File: config.mk
export PLATFORM = sky130hd
export DESIGN_NAME = adder_arbiter
export DESIGN_NICKNAME = d
export VERILOG_FILES = /design/src/rtl/adder_arbiter.sv
export SDC_FILE = /design/constraint.sdc
export NUM_CORES = 1
export LEC_CHECK = 0
export CORE_UTILIZATION = 43
export CTS_CLUSTER_SIZE = 28
export DETAILED_ROUTE_END_ITERATION = 8
export PLACE_DENSITY = 0.84
export SYNTH_ARGS = -nofsm -noshare
export SYNTH_HDL_FRONTEND = slang
export SYNTH_SLANG_ARGS = --single-unit
File: constraint.sdc
create_clock -name clk -period 2.99 [get_ports clk]
set_input_delay 0.897 -clock clk [delete_from_list [all_inputs] [get_ports clk]]
set_output_delay 0.897 -clock clk [all_outputs]
set_load 0.02 [all_outputs]
File: src/rtl/adder_arbiter.sv
// Two-requester 32-bit adder sharing one 16-bit adder slice.
// Optional per-requester completion counters: ADDER_ARBITER_STATS_EN.

module adder16 (
  input  logic [15:0] a,
  input  logic [15:0] b,
  output logic [15:0] answer,
  output logic        carry
);
  // plain 16-bit add, carry out of bit 15
  always_comb begin
    {carry, answer} = {1'b0, a} + {1'b0, b};
  end
endmodule

module adder_arbiter (
  input  logic        clk,
  input  logic        rst,
  input  logic        req0_valid,
  output logic        req0_ready,
  input  logic [31:0] req0_a,
  input  logic [31:0] req0_b,
  input  logic        req1_valid,
  output logic        req1_ready,
  input  logic [31:0] req1_a,
  input  logic [31:0] req1_b,
  output logic        resp_valid,
  input  logic        resp_ready,
  output logic        resp_id,
  output logic [31:0] resp_sum,
`ifdef ADDER_ARBITER_STATS_EN
  output logic        resp_carry,
  output logic [15:0] done_cnt0,
  output logic [15:0] done_cnt1
`else
  output logic        resp_carry
`endif
);

  typedef enum logic [2:0] {
    IDLE,
    LO,
    HI,
    INC,
    DONE
  } state_t;

  state_t      state;
  logic [31:0] op_a;
  logic [31:0] op_b;
  logic [31:0] sum_q;
  logic        c_lo;
  logic        c_hi;
  logic        id_q;
  logic        last_q;
  logic        valid_q;

  logic        grant0;
  logic        grant1;
  logic        hs0;
  logic        hs1;
  logic        resp_hs;

  logic [15:0] add_a;
  logic [15:0] add_b;
  logic [15:0] add_ans;
  logic        add_c;

  // grant only in IDLE; on contention favour whoever was not served last
  always_comb begin
    grant0 = 1'b0;
    grant1 = 1'b0;
    if (!rst && state == IDLE) begin
      if (req0_valid && req1_valid) begin
        grant0 = last_q;
        grant1 = !last_q;
      end else begin
        grant0 = req0_valid;
        grant1 = req1_valid;
      end
    end
  end

  assign req0_ready = grant0;
  assign req1_ready = grant1;
  assign hs0        = req0_valid & grant0;
  assign hs1        = req1_valid & grant1;
  assign resp_hs    = valid_q & resp_ready;

  assign resp_valid = valid_q;
  assign resp_sum   = sum_q;
  assign resp_carry = c_hi;
  assign resp_id    = id_q;

  // steer the shared slice according to the current half being worked on
  always_comb begin
    add_a = 16'h0000;
    add_b = 16'h0000;
    unique case (state)
      LO: begin
        add_a = op_a[15:0];
        add_b = op_b[15:0];
      end
      HI: begin
        add_a = op_a[31:16];
        add_b = op_b[31:16];
      end
      INC: begin
        add_a = sum_q[31:16];
        add_b = 16'h0001;
      end
      default: begin
        add_a = 16'h0000;
        add_b = 16'h0000;
      end
    endcase
  end

  adder16 u_add (
    .a      (add_a),
    .b      (add_b),
    .answer (add_ans),
    .carry  (add_c)
  );

  // control FSM with registered result and response flag
  always_ff @(posedge clk) begin
    if (rst) begin
      state   <= IDLE;
      op_a    <= 32'h0;
      op_b    <= 32'h0;
      sum_q   <= 32'h0;
      c_lo    <= 1'b0;
      c_hi    <= 1'b0;
      id_q    <= 1'b0;
      last_q  <= 1'b1;
      valid_q <= 1'b0;
    end else begin
      unique case (state)
        IDLE: begin
          if (hs0 || hs1) begin
            op_a   <= hs1 ? req1_a : req0_a;
            op_b   <= hs1 ? req1_b : req0_b;
            id_q   <= hs1;
            last_q <= hs1;
            state  <= LO;
          end
        end
        LO: begin
          sum_q[15:0] <= add_ans;
          c_lo        <= add_c;
          state       <= HI;
        end
        HI: begin
          sum_q[31:16] <= add_ans;
          c_hi         <= add_c;
          if (c_lo) begin
            state <= INC;
          end else begin
            state   <= DONE;
            valid_q <= 1'b1;
          end
        end
        INC: begin
          sum_q[31:16] <= add_ans;
          c_hi         <= c_hi | add_c;
          state        <= DONE;
          valid_q      <= 1'b1;
        end
        DONE: begin
          if (resp_ready) begin
            state   <= IDLE;
            valid_q <= 1'b0;
          end
        end
        default: begin
          state   <= IDLE;
          valid_q <= 1'b0;
        end
      endcase
    end
  end

`ifdef ADDER_ARBITER_STATS_EN
  // count completed responses per owner, wrapping at 16 bits
  always_ff @(posedge clk) begin
    if (rst) begin
      done_cnt0 <= 16'h0;
      done_cnt1 <= 16'h0;
    end else if (resp_hs) begin
      if (id_q) begin
        done_cnt1 <= done_cnt1 + 16'h1;
      end else begin
        done_cnt0 <= done_cnt0 + 16'h1;
      end
    end
  end
`else
  logic unused_hs;
  assign unused_hs = resp_hs;
`endif

endmodule

Word level (Yosys, flattened, before mapping)
Cells that the tools add are included.
- muxes and demuxes: 16
- reductions and logical operators: 12
- bitwise gates (word level): 4
- add/sub/neg operators: 1
- equality and inequality tests: 7
- operators by type and width (cell ; number):
    $pmux W16 S3 ; 2
    $mux W32 ; 2
    $add A16 B16 Y17 ; 1
    $pmux W3 S5 ; 1
    $mux W3 ; 3
    $eq A3 B2 Y1 const B ; 2
    $mux W1 ; 6
    $ne A2 B2 Y1 const B ; 2
    $pmux W1 S4 ; 1
    $reduce_and A2 Y1 ; 2
    $reduce_or A2 Y1 ; 2
    $eq A3 B1 Y1 const B ; 1
    $eq A3 B3 Y1 const B ; 1
    $logic_not A3 Y1 ; 1
    $reduce_and A3 Y1 ; 1
    $and A1 B1 Y1 ; 2
    $logic_and A1 B1 Y1 ; 2
    $logic_not A1 Y1 ; 2
    $ne A2 B1 Y1 const B ; 1
    $pmux W1 S2 ; 1
    $reduce_bool A2 Y1 ; 1
    $logic_or A1 B1 Y1 ; 1
    $not A1 Y1 ; 1
    $or A1 B1 Y1 ; 1
- flip-flop bits (word level): 104
- logic and storage cells: 50
- bits of input ports: 133
- output and inout port bits: 37

Longest topological paths before layout
Gate-level depths: netlist of the first run.
- depth after elaboration: 7
- mapped depth: 14
- mapped depth without buffers: 12

Cells and area by module
From an unflattened synthesis of the first run, not the netlist that was laid out.
- cell total of the unflattened synthesis: 752
- area total of the unflattened synthesis: 6130.9 um^2
- modules (own cells, without submodules) (module ; area an instance (um^2) ; cells an instance ; seq. area each (um^2) ; instances):
    adder_arbiter ; 5275.1 ; 642 ; 2082.0 ; 1
    adder16 ; 855.8 ; 110 ; 0.0 ; 1

Worst setup path after synthesis of the first run
No wires, ideal clock.
- path type: register -> register
- from: reg state[0]
- to: reg c_lo
- period minus slack after synthesis: 3.130 ns
- slack: -0.140 ns
- library setup time: 0.137 ns
- required time: 2.853 ns
- data arrival time: 2.993 ns
- cell stages (with the launch flop): 14
- path through: dfxtp_1 buf_2 buf_2 clkbuf_1 nand2_1 a21oi_1 ha_1 fa_1 a21o_1 a221oi_2 o31ai_4 o41a_1 a21oi_1 a211oi_1
- word-level cells in the longest chain between the ends: 3
- elaborated cells on any way between the ends: 6
- those cells by class: add/sub: 1; eq/ne: 3; mux: 2
- RTL lines (item ; line ; RTL):
    start: declaration ; 48 ; state_t state;
    start signal: assignment ; 129 ; state <= IDLE;
    start signal: assignment ; 146 ; state <= LO;
    start signal: assignment ; 152 ; state <= HI;
    $eq A3 B2 Y1 / $eq A3 B1 Y1 (equally long branches) ; 99, 139 ;
    $pmux W16 S3 ; 99 ; unique case (state)
    $add A16 B16 Y17 ; 12 ; {carry, answer} = {1'b0, a} + {1'b0, b};
    end signal: assignment ; 133 ; c_lo <= 1'b0;
    end signal: assignment ; 151 ; c_lo <= add_c;
    end: declaration ; 52 ; logic c_lo;
Several ways; a longest one is shown, not always the timed one.
A chain may end at the register's enable or synchronous reset.

Final worst setup path of the first run
Ends and elaborated chain as after synthesis.

==> impl_metrics.env, run 1 <==
export IMPL_placed_area_um2=7690
export IMPL_syn_nets=794
export IMPL_cts_path_max_buffers=2
export IMPL_max_slew_margin=0.556
export IMPL_ys_types=52
export IMPL_crit_path_cell_trace="buf_4 > mux2i_1 > nor2_1 > a31oi_1 > nor2_1 > fa_2 > a21o_1 > a221oi_4 > o31ai_4 > o41a_1 > a21oi_2 > a211oi_1"
export IMPL_critPathMostFrequentCell="nor2_1"
export IMPL_die_x_um=116
export IMPL_dr_max_layer_used="met4"
export IMPL_vias=5602
export IMPL_worst_slack_ns=-0.0354
export IMPL_grt_pass1_wl_mm=25.6
export IMPL_multiInputGateArea_um2=3320
export IMPL_antenna_found_initial=0
export IMPL_hold_viol=0
export IMPL_start_util=0.442
export IMPL_seq_area_frac_synth=0.372
export IMPL_die_area_um2=13500
export IMPL_syn_area_per_cell_um2=8.70
export IMPL_tightestPinTransition_ns=0.664
export IMPL_violations="setup timing"
export IMPL_clk_root_buffer_cell="clkbuf_16"
export IMPL_synth_top_family_by_area="compound AO/OA/AOI/OAI gates"
export IMPL_fin_crit_ns=3.03
export IMPL_path_class="flop to flop"
export IMPL_cts_tree="done"
export IMPL_layout_common_cells="clkdlybuf4s50_1, nor2_1, dfxtp_1"
export IMPL_synth_compound_area_frac=0.231
export IMPL_diodes=0
export IMPL_final_common_cell="clkdlybuf4s50_1"
export IMPL_yosys_area_share_xor_xnor=0.0141
export IMPL_crit_path_end_kind="flop"
export IMPL_synth_simple_area_share=0.146
export IMPL_drc=0
export IMPL_cpPeakStageDelay_ns=0.40
export IMPL_wl_met3_mm=1.17
export IMPL_io_buffers=169
export IMPL_crit_slowest_cell="dfxtp_4"
export IMPL_grt_overflow_total=0
export IMPL_drive_above_1_share=0.121
export IMPL_status="finished with violations"
export IMPL_fin_crit_sh=1.01
export IMPL_wirelength_mm=16.7
export IMPL_cts_reportedPaths_clkPinSlew_ns=0.07
export IMPL_synthCells=644
export IMPL_row_count=41
export IMPL_power_per_cell_area_nw_per_um2=423
export IMPL_holdWs_ns=0.456
export IMPL_design_area_um2=8120
export IMPL_coreArea_um2=12700
export IMPL_drv_slew=0
export IMPL_vdd_drop_max_uv=258
export IMPL_grt_util_all_layers=0.247
export IMPL_cp_max_fo=6
export IMPL_drtPass1Iterations=5
export IMPL_gp_congestion=0.927
export IMPL_yosys_area_top_type="dfxtp_1"
export IMPL_drt_iter0_markers=439
export IMPL_power_leakage_nw=3.07
export IMPL_finalNetCount=979
export IMPL_clkLatencyLatePin_ns=0.35
export IMPL_rsz0062_at_grt="true"
export IMPL_synthMuxAreaShare=0.145
export IMPL_start_kind="flop"
export IMPL_ys_top_cells_by_area="dfxtp_1, mux2i_1, a211oi_1"
export IMPL_num_fill_cells=1063
export IMPL_setup_violations=2
export IMPL_netlist_area_leader_share=0.372
export IMPL_synth_edf_count=0
export IMPL_grt_max_degree=62
export IMPL_clock_sinks=104
export IMPL_async_reset_ff_frac=0
export IMPL_required_ns=3.20
export IMPL_crit_buf_inv=1
export IMPL_cts_htree_levels=3
export IMPL_cts_buffers=9
export IMPL_syn2layout_area_growth_pct=45.1
export IMPL_power_w=0.00344
export IMPL_drv_cap=0
export IMPL_wl_met1_mm=7.07
export IMPL_ys_warn_count=0
export IMPL_fin_skew_ns=0.00902
export IMPL_ys_ff_latch=104
export IMPL_arrival_ns=3.23
export IMPL_post_drt_wl_per_cell_um=16.6
export IMPL_via_per_inst=5.57
export IMPL_hold_buffers=0
export IMPL_regArea_um2=2090
export IMPL_hpwl_mm=12.3
export IMPL_ys_flop_type="dfxtp_1"
export IMPL_fmax_mhz=331
export IMPL_hp_class="flop to flop"
export IMPL_synth_fa_ha_area_frac=0.0393
export IMPL_routed_wl_met2_mm=7.72
export IMPL_syn_cell_area_um2=5600
export IMPL_grt_pass1_vias=5263
export IMPL_critPathTopFamily="compound AO/OA/AOI/OAI gates"
export IMPL_io_pin_count=170
export IMPL_die_h_um=116
export IMPL_drtAntennaViolNets=0
-- worst min-delay path, delay by kind of cell, from the launching register on --
family | cells | cell delay (ns)
flops | 1 | 0.31
simple gates | 1 | 0.05
compound gates | 1 | 0.05
-- cell type report --
class / instances / share of cell area
multi-input cells: 481 / 0.409
well taps: 172 / 0.0265
inverters: 7 / 0.00354
clock buffers: 11 / 0.0286
flip-flops and latches: 104 / 0.257
repair buffers: 226 / 0.271
clock inverters: 5 / 0.00416
-- metrics by stage --
step	util	setup slack [ns]	TNS, ns	cells
global route	0.641	-0.118	-0.792	1006
global placement	0.607	-0.140	-0.232	984
floorplan	-	0.000536	0	644
CTS	0.631	0.0119	0	1002
detailed placement	0.607	-0.148	-0.238	984
finish	0.641	-0.0354	-0.0476	1006
-- cells in the mapped netlist, types with 3 or more instances --
cell / number
ha_1: 16
buf_1: 5
a31oi_1: 18
and3_1: 6
dfxtp_1: 104
o31ai_1: 3
buf_4: 4
a21o_1: 9
a211oi_1: 71
a31o_2: 3
o21ai_0: 12
xnor2_1: 3
a21oi_1: 39
nor2_1: 112
mux2i_1: 81
inv_1: 5
or3_1: 3
nand3_1: 12
xor2_1: 6
a22o_1: 15
nand2_1: 41
clkbuf_1: 36
buf_2: 3
-- registers in the layout (all words and copies together), names as in the netlist --
signal / count
resp_id: 1
state: 3
c_lo: 1
op_a: 32
last_q: 1
op_b: 32
resp_sum: 32
resp_valid: 1
resp_carry: 1
-- layer usage --
| layer | track usage | vias up |
|---|---|---|
| met2 | 0.421 | 270 |
| li1 | - | 2734 |
| met4 | 0.118 | 0 |
| met3 | 0.0332 | 52 |
| met1 | 0.310 | 2546 |
| met5 | 0 | - |
-- report_power, final --
part | switching [W] | internal [W]
registers | 0.0000729 | 0.00149
logic | 0.000367 | 0.000409
clock network | 0.000533 | 0.000565
total | 0.000973 | 0.00246
-- what timing repair did --
item                       CTS  global route
gates cloned                 1             0
buffers inserted             1             4
pin swaps                    3             9
setup endpoints to repair    7            18
gates resized for setup      3            20
-- cells by family (layout without fill, tap and decap cells) --
kind of cell,Yosys count,in the layout
flip-flops,104,104
XOR/XNOR,9,9
adder cells (fa/ha/maj),17,17
multiplexers,81,81
AO/OA/AOI/OAI,184,184
AND/OR/NAND/NOR,190,190
buffers and inverters,59,249
-- path summary, 6_finish.rpt --
check,end,cells after the start,slack (ns),start
max reg2reg,c_lo,12,-0.04,state[0]
max,c_lo,12,-0.04,state[0]
min,resp_sum[11],2,0.46,resp_sum[11]
min reg2reg,resp_sum[11],2,0.46,resp_sum[11]
Power figures use the tool's default switching activity.
==> inputs of run 2 (changes only) <==
--- a/config.mk
+++ b/config.mk
@@ -5,10 +5,11 @@
 export SDC_FILE = /design/constraint.sdc
 export NUM_CORES = 1
 export LEC_CHECK = 0
+export CAP_MARGIN = 20
 export CORE_UTILIZATION = 43
 export CTS_CLUSTER_SIZE = 28
 export DETAILED_ROUTE_END_ITERATION = 8
-export PLACE_DENSITY = 0.84
+export PLACE_DENSITY = 0.77
 export SYNTH_ARGS = -nofsm -noshare
 export SYNTH_HDL_FRONTEND = slang
 export SYNTH_SLANG_ARGS = --single-unit
==> run 2 against run 1 <==
- the flow now finishes without violations
- critical path type unchanged
- fmax grew 1.6%
- cell area is 0.52% higher
- largest cell class unchanged
- worst setup slack improved by 0.048 ns
- global-route usage decreased by 0.076 points
- clock power barely moved
- sequential power barely moved
- power about the same
- die area unchanged
- largest power group unchanged
- count of clock-buffer cells in the layout increased by 1
==> impl_metrics.env, run 2 (same netlist as run 1, synthesis figures left out) <==
export IMPL_status="finished clean"
export IMPL_cts_tree="done"
export IMPL_max_slew_margin=0.321
export IMPL_fin_skew_ns=0.00780
export IMPL_hold_buffers=0
export IMPL_die_x_um=116
export IMPL_reg2reg_depth=13
export IMPL_sw_frac_of_total=0.274
export IMPL_setup_violations=0
export IMPL_io_pin_count=170
export IMPL_startpoint="state[0]"
export IMPL_rr_endpoint="resp_sum[30]"
export IMPL_post_drt_wl_per_cell_um=16.1
export IMPL_grt_pass1_vias=5214
export IMPL_io_buffers=169
export IMPL_diodes=0
export IMPL_clock_sinks=104
export IMPL_coreArea_um2=12700
export IMPL_switchingPower_w=0.000942
export IMPL_fin_crit_sh=0.996
export IMPL_hp_class="flop to flop"
export IMPL_fin_crit_ns=2.98
export IMPL_gp_congestion=0.877
export IMPL_worstSetupEndpoint="resp_sum[30]"
export IMPL_via_per_inst=5.42
export IMPL_start_util=0.442
export IMPL_clk_root_buffer_cell="clkbuf_16"
export IMPL_power_per_cell_area_nw_per_um2=421
export IMPL_hpwl_mm=12.6
export IMPL_layout_common_cells="clkdlybuf4s50_1, nor2_1, dfxtp_1"
export IMPL_drive_above_1_share=0.130
export IMPL_cts_buffers=9
export IMPL_fmax_mhz=336
export IMPL_grt_max_degree=71
export IMPL_cts_htree_levels=3
export IMPL_row_count=41
export IMPL_die_area_um2=13500
export IMPL_seq_power_share=0.454
export IMPL_placed_area_um2=7680
export IMPL_path_class="flop to flop"
export IMPL_required_ns=3.28
export IMPL_vdd_drop_max_uv=262
export IMPL_syn2layout_area_growth_pct=45.8
export IMPL_cts_path_max_buffers=2
export IMPL_antenna_found_initial=0
export IMPL_grt_pass1_wl_mm=25.4
export IMPL_clkLatencyLatePin_ns=0.35
export IMPL_design_area_um2=8170
export IMPL_hold_viol=0
export IMPL_vias=5507
export IMPL_dp_slack_ns=-0.166
export IMPL_holdWs_ns=0.458
export IMPL_start_kind="flop"
export IMPL_grt_util_all_layers=0.247
export IMPL_cts_reportedPaths_clkPinSlew_ns=0.07
export IMPL_crit_path_end_kind="flop"
export IMPL_worstHoldPathCells=2
export IMPL_finalNetCount=989
export IMPL_arrival_ns=3.27
export IMPL_cp_max_fo=8
export IMPL_final_core_util=0.645
export IMPL_worst_slack_ns=0.0125
export IMPL_drtPass1Iterations=5
export IMPL_drtAntennaViolNets=0
export IMPL_drc=0
export IMPL_drv_slew=0
export IMPL_grt_overflow_total=0
export IMPL_tightestPinTransition_ns=1.02
export IMPL_power_leakage_nw=3.11
export IMPL_die_h_um=116
export IMPL_intPower_w=0.00249
export IMPL_power_frac_clock=0.319
export IMPL_r2r_start="state[0]"
export IMPL_drv_cap=0
export IMPL_final_common_cell="clkdlybuf4s50_1"
export IMPL_drt_iter0_markers=376
export IMPL_p_comb_frac=0.226
export IMPL_wirelength_mm=16.4
export IMPL_r2r_slack_ns=0.01
export IMPL_rsz0062_at_grt="true"
-- run 2: cell types whose count changed in the layout (fill, tap and decap cells not counted), moves of 2 or more --
| cell | before | now |
|---|---|---|
| a21oi_2 | 4 | 1 |
| mux2i_1 | 80 | 78 |
| buf_6 | 0 | 2 |
| buf_8 | 0 | 2 |
| buf_12 | 5 | 2 |
| buf_4 | 52 | 62 |
| a21oi_1 | 35 | 38 |
-- run 2: critical path: stages, from the launching register on --
cell	delay, ns
dfxtp_4	0.39
buf_8	0.15
buf_8	0.14
mux2i_4	0.24
nor2_1	0.05
a31oi_1	0.15
nor2_1	0.09
ha_1	0.37
nand3_2	0.13
buf_6	0.15
o31ai_4	0.37
nand4_2	0.19
or4_1	0.42
nand3_1	0.09
-- run 2: metal layers --
metal | up-vias | track usage | share of wire
li1 | 2767 | - | -
met1 | 2528 | 0.306 | 0.44
met2 | 183 | 0.433 | 0.49
met3 | 29 | 0.0270 | 0.042
met4 | 0 | 0.109 | 0.030
met5 | - | 0 | 0
-- run 2: metrics by stage --
stage | total power, W | std cells | TNS, ns
after floorplan | 0.00199 | 644 | 0
after global placement | 0.00231 | 986 | -0.250
after detailed placement | 0.00234 | 986 | -1.89
after CTS | 0.00343 | 1006 | 0
after global routing | 0.00358 | 1016 | -0.287
final | 0.00344 | 1016 | 0
-- run 2: repair_timing --
item,in CTS,in global routing
endpoints found under the setup margin,9,13
gates resized for setup,9,16
pin swaps,8,14
setup buffers,4,10
-- run 2: how the worst min path moves through the flow --
stage / from / endpoint / slack [ns]
3_5_place_dp: resp_sum[11] / resp_sum[11] / 0.45
2_1_floorplan: last_q / last_q / 0.45
6_report: resp_sum[5] / resp_sum[5] / 0.46
4_1_cts: resp_sum[11] / resp_sum[11] / 0.46
5_1_grt: resp_sum[5] / resp_sum[5] / 0.47
3_3_place_gp: resp_sum[0] / resp_sum[0] / 0.44
-- run 2: cell type report --
cell class	count	area, um^2
clock buffers	12	246
multi-input cells	481	3320
well taps	172	215
flip-flops and latches	104	2090
fillers	1060	4500
inverters	7	26.3
clock inverters	4	30.0
repair buffers	236	2240
-- run 2: power by group through the flow --
stage,registers [W],clock network (W),logic [W]
finish,0.00156,0.00110,0.000777
global route,0.00157,0.00117,0.000848
CTS,0.00156,0.00112,0.000755
detailed placement,0.00159,0,0.000748
global placement,0.00159,0,0.000728
floorplan,0.00158,0,0.000409
